### config.mk
export PLATFORM = sky130hd
export DESIGN_NAME = if_stage
export DESIGN_NICKNAME = d
export VERILOG_FILES = /design/src/rtl/if_stage_pkg.sv /design/src/rtl/if_inst_buf.sv /design/src/rtl/if_stage.sv
export SDC_FILE = /design/constraint.sdc
export NUM_CORES = 1
export LEC_CHECK = 0
export ABC_AREA = 0
export BUFFER_PORTS_ARGS = -buffer_cell sky130_fd_sc_hd__buf_2
export CORE_MARGIN = 3
export CORE_UTILIZATION = 37
export DETAILED_ROUTE_END_ITERATION = 8
export PLACE_DENSITY = 0.77
export SLEW_MARGIN = 20
export SYNTH_ARGS = -nofsm -noshare
export SYNTH_HDL_FRONTEND = slang
export SYNTH_SLANG_ARGS = --single-unit
### constraint.sdc
create_clock -name clk -period 1.32 [get_ports clk]
set_input_delay 0.132 -clock clk [delete_from_list [all_inputs] [get_ports clk]]
set_output_delay 0.132 -clock clk [all_outputs]
set_load 0.02 [all_outputs]
### src/rtl/if_stage_pkg.sv
`default_nettype none
// ============================================================================
// Module   : if_stage_pkg
// Purpose  : Shared types and constants for the instruction-fetch stage.
// Revision : 1.0 - initial release
// ============================================================================
package if_stage_pkg;

  typedef enum logic [1:0] {
    ST_EMPTY = 2'd0,
    ST_FETCH = 2'd1,
    ST_HOLD  = 2'd2
  } if_state_e;

  localparam int unsigned C_IF_TO_ID_BUS_W = 65;
  localparam logic [31:0] C_NOP_INST       = 32'h0000_0000;

  // IF-to-ID bus layout, MSB first: {ex, pc[31:0], inst[31:0]}
  function automatic logic [C_IF_TO_ID_BUS_W-1:0] pack_if_to_id(
    input logic        ex,
    input logic [31:0] pc,
    input logic [31:0] inst
  );
    return {ex, pc, inst};
  endfunction

endpackage
`default_nettype wire

### src/rtl/if_inst_buf.sv
`default_nettype none
// ============================================================================
// Module   : if_inst_buf
// Purpose  : Holding register for an instruction word that ID could not take
//            in the cycle it arrived from the instruction SRAM.
// Revision : 1.0 - initial release
// ============================================================================
module if_inst_buf
  import if_stage_pkg::*;
(
  input  logic        clk,
  input  logic        rst,
  input  logic        clr_i,
  input  logic        ld_i,
  input  logic [31:0] d_i,
  output logic [31:0] q_o
);

  logic [31:0] buf_q;
  logic [31:0] buf_d;

  // Clear wins over load so a flush in the capture cycle leaves nothing behind.
  always_comb begin
    buf_d = buf_q;
    if (clr_i) begin
      buf_d = C_NOP_INST;
    end else if (ld_i) begin
      buf_d = d_i;
    end
  end

  always_ff @(posedge clk) begin
    if (rst) begin
      buf_q <= C_NOP_INST;
    end else begin
      buf_q <= buf_d;
    end
  end

  assign q_o = buf_q;

endmodule
`default_nettype wire

### src/rtl/if_stage.sv
`default_nettype none
// ============================================================================
// Module   : if_stage
// Purpose  : Instruction-fetch stage; pairs the SRAM read data with its PC and
//            hands it to ID, buffering it while ID stalls.
// Options  : IF_ADEF_CHECK_EN - flag misaligned fetch PCs as ADEF.
// Revision : 1.0 - initial release
// ============================================================================
module if_stage
  import if_stage_pkg::*;
(
  input  logic        clk,
  input  logic        rst,
  input  logic        pre_if_ready_go,
  input  logic [31:0] if_pc,
  input  logic [31:0] inst_rdata,
  input  logic        id_allow_in,
  input  logic        br_taken,
  input  logic        wb_ex,
  output logic        if_allow_in,
  output logic        if_to_id_valid,
  output logic [31:0] if_to_id_pc,
  output logic [31:0] if_to_id_inst,
  output logic        if_to_id_ex
);

  if_state_e state_q;

  logic        w_flush;
  logic        w_accept;
  logic        w_valid;
  logic        w_adef;
  logic        w_buf_ld;
  logic        w_buf_clr;
  logic [31:0] w_buf_q;
  logic [31:0] w_inst_sel;
  logic [31:0] w_inst;
  logic [C_IF_TO_ID_BUS_W-1:0] w_bus;

  assign w_flush     = br_taken | wb_ex;
  assign if_allow_in = (state_q == ST_EMPTY) | (id_allow_in & ~w_flush);
  assign w_accept    = pre_if_ready_go & if_allow_in & ~w_flush;

  always_ff @(posedge clk) begin
    if (rst) begin
      state_q <= ST_EMPTY;
    end else if (w_flush) begin
      state_q <= ST_EMPTY;
    end else begin
      case (state_q)
        ST_EMPTY: state_q <= w_accept ? ST_FETCH : ST_EMPTY;
        ST_FETCH,
        ST_HOLD: begin
          if (id_allow_in) begin
            state_q <= w_accept ? ST_FETCH : ST_EMPTY;
          end else begin
            state_q <= ST_HOLD;
          end
        end
        default: state_q <= ST_EMPTY;
      endcase
    end
  end

  // SRAM data is only present in the FETCH cycle, so capture it there if ID stalls.
  assign w_buf_ld  = (state_q == ST_FETCH) & ~id_allow_in & ~w_flush;
  assign w_buf_clr = w_flush;

  if_inst_buf u_inst_buf (
    .clk   (clk),
    .rst   (rst),
    .clr_i (w_buf_clr),
    .ld_i  (w_buf_ld),
    .d_i   (inst_rdata),
    .q_o   (w_buf_q)
  );

  assign w_valid    = ~rst & (state_q != ST_EMPTY) & ~w_flush;
  assign w_inst_sel = (state_q == ST_HOLD) ? w_buf_q : inst_rdata;

`ifdef IF_ADEF_CHECK_EN
  assign w_adef = w_valid & (if_pc[1:0] != 2'b00);
`else
  assign w_adef = 1'b0;
`endif

  assign w_inst = (rst | w_adef) ? C_NOP_INST : w_inst_sel;
  assign w_bus  = pack_if_to_id(w_adef, if_pc, w_inst);

  assign if_to_id_valid = w_valid;
  assign if_to_id_ex    = w_bus[C_IF_TO_ID_BUS_W-1];
  assign if_to_id_pc    = w_bus[63:32];
  assign if_to_id_inst  = w_bus[31:0];

endmodule
`default_nettype wire

==> results by group <==
Run status
  • Status: finished with violations
  • Failing checks: negative setup slack

Clocking
  • H-tree levels: 2
  • CTS tree: done
  • Clock network latency to the later pin of the worst-skew pair: 0.28 ns
  • CTS buffer count: 5
  • Hold_buf cts: 0
  • Clock transition at path regs: 0.07 ns
  • CTS root buf: clkbuf_8
  • Clk buf depth: 2
  • CTS Sinks: 34

Hold path
  • Hold Path End: state_q[1]
  • Hold depth: 2
  • Worst hold path class: primary input to flip-flop
  • Hold Crit Start: id_allow_in

Power
  • Psw: 621 uW
  • Net Sw Frac: 27.3%
  • Sequential Power Share: 45.3%
  • Clock share of power: 35.2%
  • VDD IR max: 485 uV
  • Comb pwr share: 19.5%
  • Pwr dens: 781 nW/um2
  • P_leak: 1.14 nW
  • Power, Total: 2.27 mW
  • Pint: 1.65 mW

Setup path
  • Crit. End Element: output pin
  • Reg2reg end: u_inst_buf.q_o[17]
  • R2R Setup Slk: -0.14 ns
  • Crit start category: flip-flop
  • CP Class: flip-flop to output pin
  • Worst Path Required: 1.19 ns
  • CP Max Fanout: 8
  • Worst reg2reg path depth: 7
  • Reg-to-Reg Start: state_q[0]
  • Critical path arrival: 1.52 ns
  • CP Launch Point: state_q[0]

Timing
  • Setup total negative slack: -13.10 ns
  • Setup-failing EPs final: 66
  • Clock skew: 0.00639 ns
  • Hold Violations, Final: 0
  • Fin crit share: 125%
  • RSZ-0062 raised after global routing: yes
  • Final Worst Setup Slack: -0.330 ns
  • Max-slew violations: 0
  • Highest clock rate: 606 MHz
  • Final min period: 1.65 ns

Synthesis
  • Syn avg cell area: 9.93 um2
  • Yosys warning count: 0
  • Syn Inst Count: 198
  • Mapped Nets: 272
  • Post-Syn Area: 1970 um2
  • Post-synthesis sequential area ratio: 34.6%
  • #FFs+latches synth: 34
  • Synth unique cells: 20

Final layout
  • # fillers: 436
  • ANT cells: 0
  • Area Growth Syn to Fin: 47.9%
  • Layout cells sized above 1: 67.1%
  • Total Nets Final: 325
  • Top library cells by usage in the layout, fill and taps aside: 48 x buf_2, 32 x dfxtp_1, 30 x nor2_2, 30 x o221a_1, 26 x buf_6
  • Most common cell after layout, fill and taps aside: buf_2

Die
  • Initial Util: 39.8%
  • Full die area: 6230 um2
  • Die Span X: 78.9 um
  • Std cell rows: 25
  • I/O pin count: 137
  • Placeable Area: 4940 um2
  • Die Height: 78.9 um

Global routing
  • Initial antenna violation count: 0
  • Via count of the first global-routing pass: 1650
  • Grt ovf: 0
  • GRT Total Usage: 16.9%
  • First-pass GRT wire length: 8250 um
  • Largest net degree at the start of global routing: 23

Detailed routing
  • Drt pass-1 iters: 4
  • DRC: 0
  • DR iter-0 viols: 68
  • Drt wl/cell: 16.8 um
  • Antenna viol nets, final: 0
  • WL final: 5370 um
  • Via Count: 1697
  • Vias per Instance: 5.32

Job
  • Maximum capacitance violations: 0

Placed design
  • PortBufs: 71
  • Detail Placement HPWL: 3140 um
  • GP Congestion: 0.668
cell families (layout without fill, tap and decap cells):
group	Yosys count	after routing	share of synthesized area, %
adders and majority gates	4	4	2.54
and+or+nand+nor	40	40	9.99
DFF	34	34	34.6
other	1	1	0.191
muxes	32	32	16.3
AOI/OAI and AO/OA	34	34	19.3
buffers and inverters	53	107	17.0
cells in the mapped netlist:
cell type | number | area (um2)
dfxtp_1 | 34 | 681
buf_4 | 33 | 248
nor2_1 | 33 | 124
mux2i_1 | 32 | 320
o221a_1 | 30 | 338
buf_2 | 10 | 50.1
clkbuf_1 | 7 | 26.3
ha_1 | 4 | 50.1
inv_1 | 3 | 11.3
o221a_2 | 2 | 22.5
a2111oi_2 | 1 | 15.0
conb_1 | 1 | 3.75
nand2_1 | 1 | 3.75
nand2b_1 | 1 | 6.26
nor3_2 | 1 | 10.0
nor4b_1 | 1 | 8.76
nor4b_4 | 1 | 23.8
o21ai_0 | 1 | 5.00
or3_4 | 1 | 11.3
or3b_1 | 1 | 8.76
final cells by class:
type	count	area, um2	area share (%)
clock buffers	6	82.6	2.84
clock inverters	2	12.5	0.430
inverters	3	11.3	0.387
multi-input cells	111	1210	41.5
flip-flops and latches	34	683	23.5
well taps	67	83.8	2.88
repair buffers	96	828	28.5
worst max-delay path: stages (launching register included):
cell and delay [ns]:
dfxtp_2 0.34, inv_2 0.05, ha_4 0.16, buf_12 0.13, buf_12 0.14, mux2i_2 0.15, nor2_2 0.13, buf_6 0.13
per-layer routing:
metal  GRT usage (%)  part of all wire, %  vias to the layer above
li1                -                    -                      793
met1            20.5                   43                      817
met2            28.8                   48                       68
met3            3.85                  6.7                       19
met4            7.04                  2.2                        0
met5               0                    0                        -
per-stage QoR:
stage | area, um2 | utilization (%) | std cells | setup slack (ns) | hold WS (ns)
final | 2910 | 58.9 | 319 | -0.330 | 0.0933
after global routing | 2910 | 58.9 | 319 | -0.410 | 0.0988
after CTS | 2720 | 55.1 | 314 | -0.322 | 0.0796
after detailed placement | 2320 | 46.9 | 298 | -0.0742 | 0.264
after global placement | 2320 | 46.9 | 298 | -0.0542 | 0.264
after floorplan | 2080 | - | 198 | 0.0184 | 0.209
power groups by stage:
stage	combinational [mW]	sequential, mW	clock, mW
3_5_place_dp	0.349	1.05	0
3_3_place_gp	0.346	1.05	0
6_report	0.444	1.03	0.799
2_1_floorplan	0.340	1.05	0
4_1_cts	0.402	1.03	0.820
5_1_grt	0.476	1.03	0.870
flip-flops by register name (all words and copies together) (netlist names):
| signal | flops |
|---|---|
| state_q | 2 |
| u_inst_buf.q_o | 32 |
worst max path at each step:
stage,endpoint,slack [ns],cells after the start
floorplan,if_to_id_inst[21],0.02,6
global placement,if_to_id_inst[13],-0.05,6
detailed placement,if_to_id_inst[10],-0.07,6
CTS,if_to_id_inst[10],-0.32,7
global route,if_to_id_inst[6],-0.41,7
finish,if_to_id_inst[27],-0.33,7
repair_timing:
action | CTS | global route
setup endpoints to repair | 67 | 67
pin swaps | 8 | 36
setup buffers | 5 | 5
resized for setup | 53 | 37
cloned | 4 | 2
No activity file was read; power rests on OpenSTA's default activity.
